### config.mk
export PLATFORM = sky130hd
export DESIGN_NAME = flb_dlf
export DESIGN_NICKNAME = d
export VERILOG_FILES = /design/src/rtl/flb_dlf.sv
export SDC_FILE = /design/constraint.sdc
export NUM_CORES = 1
export LEC_CHECK = 0
export ABC_CLOCK_PERIOD_IN_PS = 5900
export BUFFER_PORTS_ARGS = -buffer_cell sky130_fd_sc_hd__buf_2
export CAP_MARGIN = 20
export CORE_MARGIN = 4
export CORE_UTILIZATION = 45
export CTS_BUF_LIST = sky130_fd_sc_hd__clkbuf_8
export CTS_CLUSTER_DIAMETER = 40
export DETAILED_ROUTE_END_ITERATION = 8
export GPL_ROUTABILITY_DRIVEN = 1
export HOLD_SLACK_MARGIN = 0.03
export PLACE_DENSITY = 0.61
export SYNTH_ARGS = -nofsm -noshare
export SYNTH_HDL_FRONTEND = slang
export SYNTH_SLANG_ARGS = --single-unit
### constraint.sdc
create_clock -name ref_clk -period 5.9 [get_ports ref_clk]
set_input_delay 1.18 -clock ref_clk [delete_from_list [all_inputs] [get_ports ref_clk]]
set_output_delay 1.18 -clock ref_clk [all_outputs]
set_load 0.1 [all_outputs]
### src/rtl/flb_dlf.sv
// flb_dlf: proportional-integral loop filter plus band tracker for the DPLL fine loop.
// Stage 1 updates the 16.8 integrator and latches the proportional term. Stage 2
// forms the clamped 16-bit control word. The band tracker watches the integrator
// at each stage-2 edge and steps the band when it stays parked near a rail.
//
// state      | meaning
// -----------+--------------------------------------------------------------
// ST_TRACK   | rail counter follows the integrator, a band step may trigger
// ST_HOLDOFF | band step just taken, rail evaluation suppressed for a while
module flb_dlf #(
  parameter int HOLDOFF_CYC = 64,
  parameter int PHE_W       = 10
) (
  input  logic                    ref_clk,
  input  logic                    csr_dlf_rst,
  input  logic signed [PHE_W-1:0] phe,
  input  logic                    phe_vld,
  input  logic [2:0]              csr_dlf_kp_shift,
  input  logic [2:0]              csr_dlf_ki_shift,
  input  logic                    csr_dlf_freeze,
  input  logic                    csr_dlf_int_load,
  input  logic [15:0]             csr_dlf_int_init,
  input  logic [7:0]              csr_dlf_band_init,
  input  logic                    csr_dlf_bt_en,
  input  logic [3:0]              csr_dlf_bt_cnt,
  output logic [15:0]             dlf_out,
  output logic                    dlf_vld,
  output logic [7:0]              band,
  output logic                    band_inc,
  output logic                    band_dec,
  output logic                    sat_hi,
  output logic                    sat_lo,
  output logic                    band_lim
);

  localparam int              HW        = $clog2(HOLDOFF_CYC + 1);
  localparam logic [HW-1:0]   HOLD_LAST = HW'(HOLDOFF_CYC - 1);
  localparam logic [23:0]     INT_MID   = 24'h800000;

  typedef enum logic {ST_TRACK, ST_HOLDOFF} state_t;
  typedef enum logic [1:0] {RAIL_NONE, RAIL_HI, RAIL_LO} rail_t;

  // stage 1
  logic [23:0]        int_acc_q, int_acc_d, int_clamped;
  logic signed [17:0] prop_q, prop_d, prop_shift;
  logic               s1_vld_q;
  logic signed [25:0] phe_ext, inc_val, acc_sum;

  // stage 2
  logic [15:0]        out_q, out_d;
  logic               vld_q, sat_hi_q, sat_lo_q, sat_hi_d, sat_lo_d;
  logic signed [18:0] out_sum;

  // band tracker
  state_t             state_q, state_d;
  rail_t              rail_q, rail_d;
  logic [3:0]         cnt_q, cnt_d, cnt_next;
  logic [HW-1:0]      hold_q, hold_d;
  logic [7:0]         band_q, band_d;
  logic               inc_q, inc_d, dec_q, dec_d, lim_q, lim_d;
  logic               reload;
  logic               rail_hi, rail_lo;

  // Integrator sum and proportional term; both clamped into their storage ranges.
  always_comb begin
    phe_ext    = 26'(phe);
    inc_val    = phe_ext <<< csr_dlf_ki_shift;
    acc_sum    = $signed({2'b00, int_acc_q}) + inc_val;
    prop_shift = 18'(phe) <<< csr_dlf_kp_shift;
    prop_d     = csr_dlf_freeze ? '0 : prop_shift;
    if (acc_sum[25]) begin
      int_clamped = 24'h000000;
    end else if (acc_sum[24]) begin
      int_clamped = 24'hFFFFFF;
    end else begin
      int_clamped = acc_sum[23:0];
    end
  end

  // Integrator next value: load beats band reload, which beats the filter update.
  always_comb begin
    int_acc_d = int_acc_q;
    if (csr_dlf_int_load) begin
      int_acc_d = {csr_dlf_int_init, 8'h00};
    end else if (reload) begin
      int_acc_d = INT_MID;
    end else if (phe_vld && !csr_dlf_freeze) begin
      int_acc_d = int_clamped;
    end
  end

  // Output word: integer part of the integrator plus proportional term, clamped.
  always_comb begin
    out_sum  = $signed({3'b000, int_acc_q[23:8]}) + 19'(prop_q);
    out_d    = out_sum[15:0];
    sat_hi_d = 1'b0;
    sat_lo_d = 1'b0;
    if (out_sum[18]) begin
      out_d    = 16'h0000;
      sat_lo_d = 1'b1;
    end else if (out_sum[17:16] != 2'b00) begin
      out_d    = 16'hFFFF;
      sat_hi_d = 1'b1;
    end
  end

  // Band tracker: rail run counting, step trigger and holdoff timing.
  always_comb begin
    state_d  = state_q;
    rail_d   = rail_q;
    cnt_d    = cnt_q;
    hold_d   = hold_q;
    band_d   = band_q;
    inc_d    = 1'b0;
    dec_d    = 1'b0;
    lim_d    = lim_q;
    reload   = 1'b0;
    rail_hi  = (int_acc_q[23:8] >= 16'hF000);
    rail_lo  = (int_acc_q[23:8] <= 16'h0FFF);
    cnt_next = (cnt_q == 4'hF) ? cnt_q : cnt_q + 4'd1;
    if (csr_dlf_int_load) begin
      band_d  = csr_dlf_band_init;
      lim_d   = 1'b0;
      cnt_d   = '0;
      rail_d  = RAIL_NONE;
      hold_d  = '0;
      state_d = ST_TRACK;
    end else if (!csr_dlf_bt_en) begin
      cnt_d   = '0;
      rail_d  = RAIL_NONE;
      hold_d  = '0;
      state_d = ST_TRACK;
    end else begin
      case (state_q)
        ST_TRACK: begin
          if (s1_vld_q) begin
            if (rail_hi) begin
              cnt_d  = (rail_q == RAIL_HI) ? cnt_next : 4'd1;
              rail_d = RAIL_HI;
            end else if (rail_lo) begin
              cnt_d  = (rail_q == RAIL_LO) ? cnt_next : 4'd1;
              rail_d = RAIL_LO;
            end else begin
              cnt_d  = '0;
              rail_d = RAIL_NONE;
            end
            if ((rail_d != RAIL_NONE) && (csr_dlf_bt_cnt != 4'd0) && (cnt_d == csr_dlf_bt_cnt)) begin
              // at a band limit the integrator is left alone and only the flag is raised
              if (rail_d == RAIL_HI) begin
                if (band_q == 8'hFF) begin
                  lim_d = 1'b1;
                end else begin
                  band_d = band_q + 8'd1;
                  inc_d  = 1'b1;
                  reload = 1'b1;
                end
              end else begin
                if (band_q == 8'h00) begin
                  lim_d = 1'b1;
                end else begin
                  band_d = band_q - 8'd1;
                  dec_d  = 1'b1;
                  reload = 1'b1;
                end
              end
              cnt_d   = '0;
              rail_d  = RAIL_NONE;
              hold_d  = HOLD_LAST;
              state_d = ST_HOLDOFF;
            end
          end
        end
        ST_HOLDOFF: begin
          cnt_d  = '0;
          rail_d = RAIL_NONE;
          if (hold_q == '0) begin
            state_d = ST_TRACK;
          end else begin
            hold_d = hold_q - HW'(1);
          end
        end
        default: state_d = ST_TRACK;
      endcase
    end
  end

  // Stage 1 registers: integrator, proportional term and pipeline valid.
  always_ff @(posedge ref_clk or posedge csr_dlf_rst) begin
    if (csr_dlf_rst) begin
      int_acc_q <= INT_MID;
      prop_q    <= '0;
      s1_vld_q  <= 1'b0;
    end else begin
      int_acc_q <= int_acc_d;
      if (phe_vld) prop_q <= prop_d;
      s1_vld_q  <= phe_vld;
    end
  end

  // Stage 2 registers: control word and its saturation flags.
  always_ff @(posedge ref_clk or posedge csr_dlf_rst) begin
    if (csr_dlf_rst) begin
      out_q    <= 16'h8000;
      vld_q    <= 1'b0;
      sat_hi_q <= 1'b0;
      sat_lo_q <= 1'b0;
    end else begin
      vld_q <= s1_vld_q;
      if (s1_vld_q) begin
        out_q    <= out_d;
        sat_hi_q <= sat_hi_d;
        sat_lo_q <= sat_lo_d;
      end
    end
  end

  // Band tracker state registers.
  always_ff @(posedge ref_clk or posedge csr_dlf_rst) begin
    if (csr_dlf_rst) begin
      state_q <= ST_TRACK;
      rail_q  <= RAIL_NONE;
      cnt_q   <= '0;
      hold_q  <= '0;
      band_q  <= 8'h80;
      inc_q   <= 1'b0;
      dec_q   <= 1'b0;
      lim_q   <= 1'b0;
    end else begin
      state_q <= state_d;
      rail_q  <= rail_d;
      cnt_q   <= cnt_d;
      hold_q  <= hold_d;
      band_q  <= band_d;
      inc_q   <= inc_d;
      dec_q   <= dec_d;
      lim_q   <= lim_d;
    end
  end

  assign dlf_out  = out_q;
  assign dlf_vld  = vld_q;
  assign sat_hi   = sat_hi_q;
  assign sat_lo   = sat_lo_q;
  assign band     = band_q;
  assign band_inc = inc_q;
  assign band_dec = dec_q;
  assign band_lim = lim_q;

endmodule

Yosys cells after proc, flatten, opt, wreduce, memory -nomap -nowiden

Index checks and enable logic that the tools add are counted.

Register bits: 87

Order comparisons: 2
$add $sub $neg: 6
Equal/unequal tests: 13
Bitwise operators: 1
Muxes and demuxes: 84
Reductions and logical operators: 17
Shift-type cells: 2

Operators by type and width:

| kind                   | number |
|---|---|
| $mux W24               | 5 |
| $mux W8                | 8 |
| $mux W4                | 13 |
| $mux W1                | 36 |
| $mux W7                | 5 |
| $mux W16               | 2 |
| $add A25 B26 Y26       | 1 |
| $sshl A10 B3 Y26       | 1 |
| $mux W2                | 10 |
| $add A17 B18 Y19       | 1 |
| $mux W18               | 1 |
| $sshl A10 B3 Y18       | 1 |
| $ge A16 B16 Y1 const B | 1 |
| $le A16 B12 Y1 const B | 1 |
| $pmux W7 S2            | 1 |
| $ne A4 B4 Y1 const B   | 3 |
| $reduce_and A6 Y1      | 2 |
| $reduce_bool A2 Y1     | 5 |
| $add A8 B1 Y8 const B  | 1 |
| $eq A8 B8 Y1 const B   | 1 |
| $logic_not A8 Y1       | 1 |
| $pmux W4 S2            | 1 |
| $sub A8 B1 Y8 const B  | 1 |
| $logic_not A7 Y1       | 1 |
| other kinds (17)       | 22 |

Depth between registers and ports, before layout

Word-level depth: 18
Depth in mapped cells: 16
Gate-level depth less buffers: 14

Least setup slack after synthesis

OpenSTA, ideal clock, no wires.

Kind: input-to-reg
From: in phe[9]
To: reg int_acc_q[19]
Slack: 1.514 ns
Arrival: 4.250 ns
Stages on the path: 16
Path through: clkbuf_1 -> clkbuf_1 -> mux2i_1 -> o21ai_0 -> nand2_1 -> nand2_1 -> ha_1 -> and3_1 -> and3_1 -> a22oi_1 -> a21o_1 -> a21oi_1 -> or3_1 -> buf_2 -> a2111oi_0 -> o21ai_0

Cells in the longest elaborated chain, start to end: 7

RTL lines:

| what                 | line | source |
|---|---|---|
| start, declared      | 16   | `input logic signed [PHE_W-1:0] phe,` |
| $sshl A10 B3 Y26 *   | 67   | `inc_val = phe_ext <<< csr_dlf_ki_shift;` |
| $add A25 B26 Y26 *   | 68   | `acc_sum = $signed({2'b00, int_acc_q}) + inc_val;` |
| $mux W24             | 73   | `end else if (acc_sum[24]) begin` |
| $mux W24 *           | 71   | `if (acc_sum[25]) begin` |
| $mux W24 *           | 87   | `end else if (phe_vld && !csr_dlf_freeze) begin` |
| $mux W24 *           | 85   | `end else if (reload) begin` |
| $mux W24 *           | 83   | `if (csr_dlf_int_load) begin` |
| end signal, assigned | 194  | `int_acc_q <= int_acc_d;` |
| end, declared        | 44   | `logic [23:0] int_acc_q, int_acc_d, int_clamped;` |

Mark *: on every way between the ends. The rest lies on a longest branch, timed or not. The select of a mux whose other input is x is not followed.
A chain may end at the register's enable or synchronous reset.

Worst setup path in the final report

From: in csr_dlf_ki_shift[0]
To: reg int_acc_q[19]

Cells in the longest elaborated chain, start to end: 7

RTL lines:

| what               | line | source |
|---|---|---|
| start, declared    | 19   | `input logic [2:0] csr_dlf_ki_shift,` |
| $sshl A10 B3 Y26 * | 67   |  |
| $add A25 B26 Y26 * | 68   |  |
| $mux W24           | 73   |  |
| $mux W24 *         | 71   |  |
| $mux W24 *         | 87   |  |
| $mux W24 *         | 85   |  |
| $mux W24 *         | 83   |  |

Marks and branches as above.

==> metrics.cfg <==
[finish]
drive_above_1_share_pct=14.5
antenna_cells=0
num-nets-final=1000
area_delta_synth_final_pct=11.3
fillers=1506

[logic_synthesis]
async_reset_ff_share_pct=100
yosysSeqAreaShare_pct=30.6
yosysUniqueCellTypes=71
synth_top_flop_cell=dfrtp_1
synth_commonest_cells=a21oi_1, dfrtp_1, nand2_1
synth_area_per_cell_um2=8.39
yosysMostFrequentCell=a21oi_1
synth_area_um2=7050
synth_enable_flop_cells=0
synth_nets=943
synth_top_area_cell=dfrtp_1
syn_inst=840
synth_warnings=0
synth_top_area_share_pct=29.5
ys_ff_latch=86
ys_top_cells_by_area=dfrtp_1, ha_1, a21oi_1, nand2_1, inv_1

[outcome]
status=complete, no violations

[timing]
holdWs_ns=0.490
period_share_pct=79.3
slew_violations=0
setup_viol=0
hold_viol=0
rsz0062_at_grt=no
slew_headroom_pct=43.0
tightestPinTransition_ns=0.855
period_needed_ns=4.68
max_freq_ghz=0.214
fin_tns_setup_ns=0
worst_clock_skew_ns=0.0123

[worst_setup_path]
ff2ff_path_depth=10
end_kind=register
worstSetupPathType=input pin to register
crit_path_max_incr_delay_ns=0.69
timing.rr.start=int_acc_q[0]$_DFFE_PP0P_
ff2ff_setup_slack_ns=2.40
worstPathCellList=buf_2, mux2_2, o21ai_0, o22ai_1, ha_1, o211ai_1, o211ai_1, nand3_1, a21o_1, and3_1, or3_1, a2111oi_0, o21ai_0
cp_slowest_cell=or3_1
startpoint_type=input pin
arrival_ns=4.94
critPathMaxFanout=20
worstReg2RegEnd=int_acc_q[19]$_DFFE_PP0P_
cp.buffers_inverters=1
required_ns=6.16
crit_family=compound AO/OA/AOI/OAI gates

[flow_run]
maxCapViolCount=0

[grt]
grt_pass1_wl_um=31400
antenna_found_initial=0
grt_pass1_vias=6376
overflow=0
grt_max_degree=65
grt_usage_pct=21.5

[floorplanning]
ios=80
coreArea_um2=15300
die_area_um2=17700
die_y_um=133
placementRows=45
start_util_pct=46.2
die_width_um=133

[routing]
drtIter0Drc=322
route.detailed.drc=0
drtPass1Iterations=5
wl_um=18800
avgRoutedWirePerCell_um=16.9
drtAntennaViolNets=0
vias=6495
viasPerCell=5.84

[clocking]
htreeDepth=3
hold_buffers=0
cts-root-buf=clkbuf_8
cts.repair.resized=0
cts.path.max_buffers=2
postCtsSetupBuffers=0
clk_latency_ns=0.38
clk_pin_slew_worst_paths_ns=0.09
cts_tree=yes
cts_made_buffers=9
cts_sinks=86

[placement]
dp_hpwl_um=14300
io_buffers=79
finalWeightedCongestion=0.890

[worst_hold_path]
min_path_cells=2
holdCritPathClass=register to register
hold_end=int_acc_q[4]$_DFFE_PP0P_
holdCritStartpoint=int_acc_q[4]$_DFFE_PP0P_

[pwr]
leakagePower_nw=3.59
power_density_nw_per_um2=332
ir_worst_vdd_mv=0.188

-- worst max path at each step --
| stage | from | endpoint | depth (start not counted) |
|---|---|---|---|
| 2_1_floorplan | phe[9] | int_acc_q[19]$_DFFE_PP0P_ | 16 |
| 3_3_place_gp | csr_dlf_ki_shift[0] | int_acc_q[19]$_DFFE_PP0P_ | 13 |
| 4_1_cts | csr_dlf_ki_shift[0] | int_acc_q[19]$_DFFE_PP0P_ | 13 |
| 6_report | csr_dlf_ki_shift[0] | int_acc_q[19]$_DFFE_PP0P_ | 13 |
| 3_5_place_dp | csr_dlf_ki_shift[0] | int_acc_q[19]$_DFFE_PP0P_ | 13 |
| 5_1_grt | csr_dlf_ki_shift[0] | int_acc_q[19]$_DFFE_PP0P_ | 13 |
-- power by group --
part           total, mW  switching (mW)  internal, mW
registers          0.764          0.0769         0.687
clock network      0.530           0.245         0.284
logic               1.31           0.919         0.388
-- stage by stage --
step           util [%]  std cells  total power, mW  cell area, um2  setup slack (ns)
2_1_floorplan         -        840             1.82            7050              1.51
3_3_place_gp       49.6       1094             2.06            7570             0.983
3_5_place_dp       49.6       1094             2.08            7570             0.906
4_1_cts            51.2       1110             2.61            7820              1.30
5_1_grt            51.4       1113             2.78            7840             0.884
6_report           51.4       1113             2.60            7840              1.22
-- cell usage in the layout, fill, tap and decap left out, types with 11 or more instances in the layout --
cell and n:
a211oi_1 11, a21o_1 15, a21oi_1 94, buf_2 79, dfrtp_1 83, ha_1 50, inv_1 66, mux2i_1 23
nand2_1 78, nand2b_1 11, nand3_1 15, nor2_1 55, nor2b_1 11, nor3_1 23, o211ai_1 20, o21ai_0 37
o221ai_1 15, o22ai_1 18, xnor2_1 27, xor2_1 17
-- metal layers --
layer / global-route usage, % / vias up / share of wire (%) / wire [um]
met4: 8.29 / 0 / 2.8 / 520
li1: - / 3197 / - / -
met3: 2.95 / 31 / 3.2 / 604
met5: 0 / - / 0 / 0
met2: 36.0 / 137 / 47 / 8820
met1: 28.5 / 3130 / 47 / 8880
-- flip-flops by register name, indices dropped and copies added, names as in the netlist --
| signal | cells |
|---|---|
| prop_q | 17 |
| s1_vld_q | 1 |
| band | 8 |
| hold_q | 7 |
| band_inc | 1 |
| dlf_out | 16 |
| sat_hi | 1 |
| rail_q | 2 |
| band_dec | 1 |
| state_q | 1 |
| sat_lo | 1 |
| cnt_q | 4 |
| dlf_vld | 1 |
| int_acc_q | 24 |
| band_lim | 1 |
-- area by class of cell --
cell class / instances / area, um2 / area share [%]
clock buffer: 9 / 124 / 1.58
clock inverter: 7 / 121 / 1.55
timing repair buffer: 86 / 452 / 5.76
sequential: 86 / 2160 / 27.5
multi-input combinational: 647 / 4470 / 57.0
tap: 211 / 264 / 3.37
inverter: 67 / 253 / 3.22
-- kinds of logic after synthesis --
family,count (synthesis),share of synthesized area (%)
muxes,36,5.98
adders and majority gates,53,9.73
DFF,86,30.6
AOI/OAI and AO/OA,285,26.8
buffers and inverters,107,5.96
xor gates and xnor gates,44,5.47
and+or+nand+nor,229,15.5
-- tightest hold or removal path: stages, from the launching register on --
cell	delay, ns
dfrtp_1	0.37
nand2_1	0.05
nand2_1	0.05
No activity file was read; power rests on OpenSTA's default activity.
